### config.mk
export PLATFORM = sky130hd
export DESIGN_NAME = kbd_scanbuf_flat
export DESIGN_NICKNAME = d
export VERILOG_FILES = /design/src/rtl/kbd_scanbuf_if.sv /design/src/rtl/kbd_scanbuf.sv /design/src/flat_wrapper.sv
export SDC_FILE = /design/constraint.sdc
export NUM_CORES = 1
export LEC_CHECK = 0
export BUFFER_PORTS_ARGS = -buffer_cell sky130_fd_sc_hd__buf_2
export CORE_MARGIN = 2
export CORE_UTILIZATION = 55
export DETAILED_ROUTE_END_ITERATION = 7
export PLACE_DENSITY = 0.73
export SETUP_SLACK_MARGIN = 0.05
export SLEW_MARGIN = 0
export SYNTH_ARGS = -nofsm -noshare
export SYNTH_HDL_FRONTEND = slang
export SYNTH_SLANG_ARGS = --single-unit
export TNS_END_PERCENT = 50
### constraint.sdc
create_clock -name clock -period 3.25 [get_ports clock]
set_clock_uncertainty 0.1 [all_clocks]
set_input_delay 0.1625 -clock clock [delete_from_list [all_inputs] [get_ports clock]]
set_output_delay 0.1625 -clock clock [all_outputs]
set_load 0.05 [all_outputs]
### src/rtl/kbd_scanbuf_if.sv
// kbd_scanbuf_if: bundles the PS/2 byte input and the CPU-side key FIFO port of kbd_scanbuf.
//   ps2_data/ps2_hit : received Set-2 byte and its one-cycle strobe
//   kb_pop/ovf_clr   : discard head entry / clear sticky overflow
//   kb_ready/kb_code/kb_flags/kb_count/kb_ovf : FWFT head entry, fill level, overflow flag
// master drives the inputs (PS/2 receiver + CPU side), slave is the buffer itself.
interface kbd_scanbuf_if #(
  parameter int unsigned DEPTH_LOG2 = 4
) ();
  logic [7:0]          ps2_data;
  logic                ps2_hit;
  logic                kb_pop;
  logic                ovf_clr;
  logic                kb_ready;
  logic [7:0]          kb_code;
  logic [1:0]          kb_flags;
  logic [DEPTH_LOG2:0] kb_count;
  logic                kb_ovf;

  modport master (
    output ps2_data, ps2_hit, kb_pop, ovf_clr,
    input  kb_ready, kb_code, kb_flags, kb_count, kb_ovf
  );

  modport slave (
    input  ps2_data, ps2_hit, kb_pop, ovf_clr,
    output kb_ready, kb_code, kb_flags, kb_count, kb_ovf
  );
endinterface

### src/rtl/kbd_scanbuf.sv
// kbd_scanbuf: decodes raw PS/2 Set-2 scancode bytes into key events and buffers them in a
// first-word-fall-through FIFO.
//   clock : system clock, all state updates on the rising edge
//   reset : synchronous, active-high
//   bus   : kbd_scanbuf_if.slave (byte input, FIFO head/pop, count, sticky overflow)
// Event format {ext, rel, code}: ext = E0/E1 prefixed, rel = F0 (break) seen.
module kbd_scanbuf #(
  parameter int unsigned DEPTH_LOG2 = 4,
  parameter int unsigned TIMEOUT    = 2500000
) (
  input logic          clock,
  input logic          reset,
  kbd_scanbuf_if.slave bus
);

  localparam int unsigned Depth = 2 ** DEPTH_LOG2;
  localparam int unsigned TmrW  = (TIMEOUT > 2) ? $clog2(TIMEOUT) : 1;
  localparam logic [DEPTH_LOG2:0] FullCount = (DEPTH_LOG2 + 1)'(Depth);
  localparam logic [TmrW-1:0]     TmrLast   = TmrW'(TIMEOUT - 2);

  typedef enum logic [2:0] {StIdle, StExt, StRel, StExtRel, StPause} state_e;

  // Controller status/ack bytes that never carry a key event when seen outside a prefix.
  function automatic logic is_status(input logic [7:0] b);
    return b inside {8'hAA, 8'hFA, 8'hFE, 8'hEE, 8'h00, 8'hFF};
  endfunction

  state_e          state_q;
  logic [2:0]      skip_q;
  logic [TmrW-1:0] tmr_q;
  logic            push_q;
  logic [9:0]      push_data_q;

  // Decoder. The completed event is registered and written into the FIFO on the next edge.
  always_ff @(posedge clock) begin
    if (reset) begin
      state_q     <= StIdle;
      skip_q      <= 3'd0;
      tmr_q       <= '0;
      push_q      <= 1'b0;
      push_data_q <= 10'd0;
    end else begin
      push_q <= 1'b0;
      if (bus.ps2_hit) begin
        tmr_q <= '0;
        case (state_q)
          StIdle: begin
            if (bus.ps2_data == 8'hE0) begin
              state_q <= StExt;
            end else if (bus.ps2_data == 8'hF0) begin
              state_q <= StRel;
            end else if (bus.ps2_data == 8'hE1) begin
              state_q <= StPause;
              skip_q  <= 3'd7;
            end else if (!is_status(bus.ps2_data)) begin
              push_q      <= 1'b1;
              push_data_q <= {2'b00, bus.ps2_data};
            end
          end
          StExt: begin
            if (bus.ps2_data == 8'hF0) begin
              state_q <= StExtRel;
            end else if (bus.ps2_data != 8'hE0) begin
              push_q      <= 1'b1;
              push_data_q <= {2'b10, bus.ps2_data};
              state_q     <= StIdle;
            end
          end
          StRel: begin
            push_q      <= 1'b1;
            push_data_q <= {2'b01, bus.ps2_data};
            state_q     <= StIdle;
          end
          StExtRel: begin
            push_q      <= 1'b1;
            push_data_q <= {2'b11, bus.ps2_data};
            state_q     <= StIdle;
          end
          StPause: begin
            // Remaining bytes of the Pause sequence collapse into a single E1 event.
            if (skip_q == 3'd1) begin
              push_q      <= 1'b1;
              push_data_q <= {2'b10, 8'hE1};
              state_q     <= StIdle;
            end
            skip_q <= skip_q - 3'd1;
          end
          default: state_q <= StIdle;
        endcase
      end else if (state_q != StIdle) begin
        // Abandon a stale prefix once the counter reaches TIMEOUT-1.
        if (tmr_q == TmrLast) begin
          state_q <= StIdle;
          tmr_q   <= '0;
        end else begin
          tmr_q <= tmr_q + 1'b1;
        end
      end
    end
  end

  logic [9:0]            mem_q [Depth];
  logic [DEPTH_LOG2-1:0] wr_ptr_q;
  logic [DEPTH_LOG2-1:0] rd_ptr_q;
  logic [DEPTH_LOG2:0]   count_q;
  logic                  ovf_q;
  logic                  empty;
  logic                  full;
  logic                  pop_ok;
  logic                  push_ok;
  logic                  ovf_set;
  logic [9:0]            head;

  always_comb begin
    empty   = (count_q == '0);
    full    = (count_q == FullCount);
    pop_ok  = bus.kb_pop && !empty;
    // A pop in the same cycle frees the slot, so a full FIFO still accepts the push.
    push_ok = push_q && (!full || pop_ok);
    ovf_set = push_q && full && !pop_ok;
    head    = mem_q[rd_ptr_q];
  end

  always_ff @(posedge clock) begin
    if (push_ok) begin
      mem_q[wr_ptr_q] <= push_data_q;
    end
  end

  always_ff @(posedge clock) begin
    if (reset) begin
      wr_ptr_q <= '0;
      rd_ptr_q <= '0;
      count_q  <= '0;
      ovf_q    <= 1'b0;
    end else begin
      if (push_ok) begin
        wr_ptr_q <= wr_ptr_q + 1'b1;
      end
      if (pop_ok) begin
        rd_ptr_q <= rd_ptr_q + 1'b1;
      end
      if (push_ok && !pop_ok) begin
        count_q <= count_q + 1'b1;
      end else if (pop_ok && !push_ok) begin
        count_q <= count_q - 1'b1;
      end
      if (ovf_set) begin
        ovf_q <= 1'b1;
      end else if (bus.ovf_clr) begin
        ovf_q <= 1'b0;
      end
    end
  end

  assign bus.kb_ready = !empty;
  assign bus.kb_code  = empty ? 8'h00 : head[7:0];
  assign bus.kb_flags = empty ? 2'b00 : head[9:8];
  assign bus.kb_count = count_q;
  assign bus.kb_ovf   = ovf_q;

endmodule

### src/flat_wrapper.sv
// flat-port wrapper written by rule: the top's interface ports become plain ports
module kbd_scanbuf_flat 
#(
  parameter int unsigned DEPTH_LOG2 = 4,
  parameter int unsigned TIMEOUT    = 2500000
)
  (clock, reset, bus_ps2_data, bus_ps2_hit, bus_kb_pop, bus_ovf_clr, bus_kb_ready, bus_kb_code, bus_kb_flags, bus_kb_count, bus_kb_ovf);
  kbd_scanbuf_if #(.DEPTH_LOG2(DEPTH_LOG2)) bus_i ();
  input logic clock;
  input logic reset;
  input wire logic [$bits(bus_i.ps2_data)-1:0] bus_ps2_data;
  input wire logic [$bits(bus_i.ps2_hit)-1:0] bus_ps2_hit;
  input wire logic [$bits(bus_i.kb_pop)-1:0] bus_kb_pop;
  input wire logic [$bits(bus_i.ovf_clr)-1:0] bus_ovf_clr;
  output wire logic [$bits(bus_i.kb_ready)-1:0] bus_kb_ready;
  output wire logic [$bits(bus_i.kb_code)-1:0] bus_kb_code;
  output wire logic [$bits(bus_i.kb_flags)-1:0] bus_kb_flags;
  output wire logic [$bits(bus_i.kb_count)-1:0] bus_kb_count;
  output wire logic [$bits(bus_i.kb_ovf)-1:0] bus_kb_ovf;
  assign bus_i.ps2_data = bus_ps2_data;
  assign bus_i.ps2_hit = bus_ps2_hit;
  assign bus_i.kb_pop = bus_kb_pop;
  assign bus_i.ovf_clr = bus_ovf_clr;
  assign bus_kb_ready = bus_i.kb_ready;
  assign bus_kb_code = bus_i.kb_code;
  assign bus_kb_flags = bus_i.kb_flags;
  assign bus_kb_count = bus_i.kb_count;
  assign bus_kb_ovf = bus_i.kb_ovf;
  kbd_scanbuf #(.DEPTH_LOG2(DEPTH_LOG2), .TIMEOUT(TIMEOUT)) u_core (.clock(clock), .reset(reset), .bus(bus_i));
endmodule
=== Yosys cells after proc, flatten, opt, wreduce, memory -nomap -nowiden ===
Memory sizes are Yosys's and may differ from the RTL's. A register that Yosys moved wholly into a read port is not among the register bits.
Cells that the tools add are included.

* Bits in writable memories: 160
* Word-level logic and storage cells: 113
* Flip-flop bits (word level): 53
* Output and inout port bits: 17
* Memories kept: 1

* Add/subtract/negate cells: 6
* Muxes and demuxes: 41
* Bitwise gates (word level): 1
* Equal/unequal tests: 27
* Reduce and logical (&&, ||, !) cells: 28

{| class="wikitable"
|+ Memories
! memory !! words !! bits a word !! read ports !! clocked after memory_dff !! wr ports !! line !! RTL
|-
| u_core.mem_q || 16 || 10 || 1 || 1 || 1 || kbd_scanbuf.sv:102 || <nowiki>logic [9:0] mem_q [Depth];</nowiki>
|}

{| class="wikitable"
|+ Operator list
! kind !! number
|-
| 10-bit two-way mux || 7
|-
| 8-bit == test (second input constant) || 8
|-
| 10-bit one-hot mux with 5 select lines || 1
|-
| 3-bit two-way mux || 12
|-
| 22-bit by 1-bit adder with 22-bit output (second input constant) || 1
|-
| 22-bit == test (second input constant) || 1
|-
| 22-bit two-way mux || 1
|-
| 1-bit two-way mux || 11
|-
| 5-bit two-way mux || 2
|-
| 2-bit inequality test (second input constant) || 5
|-
| 5-bit AND reduction || 2
|-
| 2-bit nonzero test || 5
|-
| 3-bit one-hot mux with 3 select lines || 1
|-
| 9-bit AND reduction || 1
|-
| 4-bit by 1-bit adder with 4-bit output (second input constant) || 2
|-
| 8-bit zero test || 1
|-
| 4-bit two-way mux || 2
|-
| 8-bit two-way mux || 1
|-
| 8-bit inequality test (second input constant) || 1
|-
| 3-bit by 1-bit == test with 1-bit output (second input constant) || 2
|-
| 3-bit by 2-bit == test with 1-bit output (second input constant) || 2
|-
| 1-bit logical AND || 6
|-
| 2-bit by 1-bit inequality test with 1-bit output (second input constant) || 3
|-
| 3-bit one-hot mux with 2 select lines || 1
|-
| 19 further kinds || 24
|}

=== Logic depth before layout (Yosys ltp) ===
* Word-level depth: 9
* Mapped depth: 14
* Depth with buffers taken out: 13

=== Worst setup path before layout ===
Ideal clock, no wire load.

* Kind: register to register
* Start: register u_core.count_q[0], in the netlist u_core.bus.kb_count[0]
* End: register u_core.count_q[4], in the netlist u_core.bus.kb_count[4]
* Path slack: 72 ps
* Setup time: 115 ps
* Cell stages (with the launch flop): 12
* Buffers on the path: 0
* Period minus slack after synthesis: 3178 ps
* Data arrival time: 2962 ps
* Cell sequence: dfxtp_1 -> nor4_1 -> a31oi_1 -> ha_1 -> inv_1 -> ha_1 -> nor2b_1 -> o21a_1 -> or3_1 -> a21oi_1 -> xnor2_1 -> nor2_1

* Longest elaborated chain between the ends: 8
* Elaborated cells on any way between the ends: 16
* Classes of those cells: add/sub: 2; eq/ne: 1; mux: 2; reduce/logical: 11

{| class="wikitable"
|+ Ends and longest elaborated chain
! item !! line !! RTL
|-
| start, declared || kbd_scanbuf.sv:105 || <nowiki>logic [DEPTH_LOG2:0] count_q;</nowiki>
|-
| start signal, assigned || kbd_scanbuf.sv:144 || <nowiki>count_q <= count_q + 1'b1;</nowiki>
|-
| start signal, assigned || kbd_scanbuf.sv:146 || <nowiki>count_q <= count_q - 1'b1;</nowiki>
|-
| 5-bit zero test || kbd_scanbuf.sv:115 || <nowiki>empty = (count_q == '0);</nowiki>
|-
| 1-bit zero test || kbd_scanbuf.sv:117 || <nowiki>pop_ok = bus.kb_pop && !empty;</nowiki>
|-
| 1-bit logical AND || kbd_scanbuf.sv:117 ||
|-
| 1-bit logical OR * || kbd_scanbuf.sv:119 || <nowiki>push_ok = push_q && (!full || pop_ok);</nowiki>
|-
| 1-bit logical AND * || kbd_scanbuf.sv:119 ||
|-
| named net u_core.push_ok || kbd_scanbuf.sv:110 || <nowiki>logic push_ok;</nowiki>
|-
| 1-bit zero test || kbd_scanbuf.sv:145 || <nowiki>end else if (pop_ok && !push_ok) begin</nowiki>
|-
| 1-bit logical AND || kbd_scanbuf.sv:145 ||
|-
| 2-bit nonzero test (no source line) || n/a ||
|}

Mark *: on every way through the listed nets, which the timed path passes. The rest lies on a longest branch. The select of a mux whose other input is x is not followed.
A chain may end at the register's enable or synchronous reset.

=== Final worst setup path ===
* Start: register u_core.count_q[0], in the netlist u_core.bus.kb_count[0]
* End: register u_core.count_q[4], in the netlist u_core.bus.kb_count[4]

* Longest elaborated chain between the ends: 8
* Elaborated cells on any way between the ends: 16
* Classes of those cells: add/sub: 2; eq/ne: 1; mux: 2; reduce/logical: 11

{| class="wikitable"
|+ Ends and longest elaborated chain
! item
|-
| branches (longest 8 deep; another with 5-bit by 1-bit subtractor with 5-bit output)
|}

Several ways; the timed one is not identified. The select of a mux whose other input is x is not followed.

==> results by group <==
Status
  • Outcome: completed

Route
  • Post-DR vias/cell: about 5.8
  • DRT antenna net count: 0
  • Remaining DRCs: 0
  • Vias: 5075
  • Wire per inst: 20.1 um
  • Initial DRC count: between 400 and 500
  • First-pass detailed-route iteration total: 5
  • DRT Wirelength: about 17000 um

Global route
  • Gr usage total: 20.8%
  • Via count of the first global-routing pass: 5253
  • First-pass GRT wire length: 28000 um
  • Initial antenna violation count: 0
  • Largest net degree at the start of global routing: 33
  • Grt total ovfl: 0

Setup path
  • R2r startpoint: u_core.bus.kb_count[0]$_SDFFE_PP0P_
  • CP startpoint: u_core.bus.kb_count[0]$_SDFFE_PP0P_
  • Reg2reg setup slack: approximately 0.24 ns
  • R2R cell count: 13
  • FF-to-FF End: u_core.bus.kb_count[4]$_SDFFE_PP0P_
  • WS Path Type: reg -> reg
  • Critical Path Sink Type: register
  • Worst Setup Start Kind: register
  • Critical path required time: 3.53 ns
  • WP data arrival: ~3.3 ns
  • Crit path max fanout: 5

Floorplan
  • Core area: 15800 sq um
  • Die Span X: roughly 130 um
  • Die height: roughly 130 um
  • DIE AREA: 17200 sq um
  • Boundary pin count: 30
  • Starting Density: 56.1%
  • Row count: 46

Finish
  • # diodes: 0
  • Layout cells sized above 1: 22.7%
  • Commonest non-fill, non-tap cell in the layout: edfxtp_1
  • Post-layout nets: between 600 and 700
  • Fillcell total: between 1000 and 1500
  • Most frequent cells in the layout: 160 x edfxtp_1, 69 x nor2_1, 55 x dfxtp_1, 50 x mux4_2, 29 x buf_2
  • Core Util, Final: approximately 65%
  • Sequential Area: 5950 sq um
  • Synthesis-to-finish area growth: 15.0%
  • Multi-input gate area: ~2700 sq um

Timing
  • Rel. slew slack: 43.8%
  • Fin crit period: 3.01 ns
  • Final setup vio count: 0
  • Final Hold Viols: 0
  • Fin. max-slew vios: 0
  • Final Cycle Share: 92.6%
  • Worst Max-Slew Pin Slew: roughly 0.84 ns
  • RSZ-0062 raised after global routing: true
  • Max Clk Rate: 332 MHz

Yosys
  • Mapped Area: 8880 sq um
  • #FFs+latches synth: 217
  • Post-synth top flop: edfxtp_1
  • Seq/Total Area, Yosys: 66.9%
  • Post-synthesis xor/xnor area fraction: ~3%
  • Mux cell area share after synthesis: between 10 and 15%
  • Count of cell types in the netlist: 52
  • Mapped Avg Cell Area: 15.5 sq um
  • Synth top area cells: edfxtp_1 54%, dfxtp_1 13%, mux4_2 13%
  • Yosys top cell by area: edfxtp_1
  • Ys async rst share: 0%
  • Syn. warnings: 0
  • Top-area cell type share of the netlist area: 54.1%
  • Post-synthesis adder-cell area fraction: ~2.1%
  • Cells after synthesis: 572
  • Syn Nets: 599
  • Synth Area in Compound Gates: 3.46%
  • Post-synthesis simple-gate area fraction: under 10%
  • Largest family of logic cells by synthesized area: multiplexers
  • Number of flops mapped to enable cells by yosys: 160

Power
  • P_leak: 3.41 nW
  • Total chip power: 7.18 mW
  • Cell Pwr Density: 702 nW/um^2
  • VDD IR-drop max: 0.555 mV

CTS
  • CTS tree: done
  • Clock Latency Late Sink: 0.50 ns
  • Sink Count: ~220
  • H-tree lvl count: 1
  • Max Buffers Root-to-Sink: 3
  • TritonCTS Buffers: 22
  • CTS clk-pin slew, worst paths: 0.06 ns
  • Clk root buf: clkbuf_16

Placement
  • Detailed-placement wirelength estimate: 11300 um
  • IO Port Bufs: 29
  • Gpl congestion: 0.807

Hold path
  • Min-Delay Path Class: in -> reg
  • Hold Crit Depth: 4
  • Hold Path End: u_core.state_q[0]$_SDFFE_PP0P_
  • Hold Path Origin: reset

Flow run
  • Max-cap violations: 0
[power breakdown]
part	internal (mW)	leakage (nW)	switching, mW
combinational	0.688	1.16	0.954
sequential	3.05	1.92	0.156
clock	1.35	0.323	0.983
total	5.08	3.41	2.09
[cells in the mapped netlist, types with 2 or more instances]
cell type  count
a21oi_1       11
nand2_1       26
or4_1          3
and2_1        12
buf_4          2
nor3_1         7
o22ai_1        5
buf_6          2
nand2b_1       4
o21a_1         2
a31oi_1        4
inv_1         21
mux4_2        50
a21o_1         2
edfxtp_1     160
a211oi_1       2
nor2_1        69
xnor2_1       12
mux2i_1        2
and3_1         2
or2_2          2
nor2b_1        5
xor2_1        19
o21ai_0        4
nor4_1         5
ha_1          13
or3_1          3
buf_2          7
clkbuf_1      12
o32ai_1        3
nor4b_1        2
nand3_1       15
dfxtp_1       57
nand4_1        9
[cells by family (layout without fill, tap and decap cells)]
logic type      Yosys count  count (layout)
compound gates           42              42
fa+ha+maj                14              14
xor+xnor                 31              31
simple gates            170             170
flops                   217             217
mux                      52              52
buf+inv                  46             127
[worst max path at each step]
stage	end	slack, ns	cells after the start
finish	u_core.bus.kb_count[4]$_SDFFE_PP0P_	0.24	13
global route	u_core.bus.kb_count[4]$_SDFFE_PP0P_	-0.004	13
CTS	bus_kb_code[2]	0.07	5
detailed placement	u_core.bus.kb_count[4]$_SDFFE_PP0P_	0.1	13
global placement	u_core.bus.kb_count[4]$_SDFFE_PP0P_	0.24	13
floorplan	u_core.bus.kb_count[4]$_SDFFE_PP0P_	0.07	11
[area by class of cell]
class                           count  area share, %
Sequential cell                   217           58.2
Multi-Input combinational cell    309           26.9
Clock buffer                       30           6.18
Timing Repair Buffer               69           4.97
Tap cell                          216           2.64
Inverter                           21          0.771
Clock inverter                      7          0.331
[metal layers]
layer / vias up / GRT usage [%] / wire (um)
li1: 2301 / - / -
met4: 0 / 6.40 / 430
met5: - / 0 / 0
met2: 172 / 35.2 / 8660
met3: 33 / 2.93 / 946
met1: 2569 / 28.3 / 7440
[metrics by stage]
stage                     cell area [sq um]  hold slack [ns]  instances  TNS (ns)  setup slack [ns]
after floorplan                        8880            0.214        572         0            0.0721
after global placement                 9390            0.327        817         0             0.243
after detailed placement               9390            0.351        817         0            0.0996
after CTS                             10200          0.00873        869         0            0.0737
after global routing                  10200           0.0295        869  -0.00450          -0.00450
final                                 10200           0.0281        869         0             0.241
[state kept, by name, summed over array words and instances, names as in the netlist, 3 cells and up, named ones only]
name,cells
u_core.skip_q,3
u_core.state_q,3
u_core.tmr_q,22
u_core.bus.kb_count,5
u_core.wr_ptr_q,4
u_core.rd_ptr_q,4
u_core.mem_q,160
u_core.push_data_q,10
[timing repair]
item                       CTS  global route
buffers inserted             0             0
setup endpoints to repair    0            10
hold endpoints to repair    15             0
gates resized for setup      0             3
hold buffers                15             0
[critical path, stage by stage, from the launching register on]
cell and delay [ns]:
dfxtp_1 0.38, nor4_4 0.34, nand2b_1 0.11, and2_1 0.22, inv_1 0.08, ha_1 0.22, inv_1 0.11, ha_1 0.33
nor2b_1 0.17, o21a_1 0.17, or3_1 0.30, a21oi_1 0.19, xnor2_1 0.13, nor2_1 0.05
Note: power is estimated with default switching activity, not from simulation.
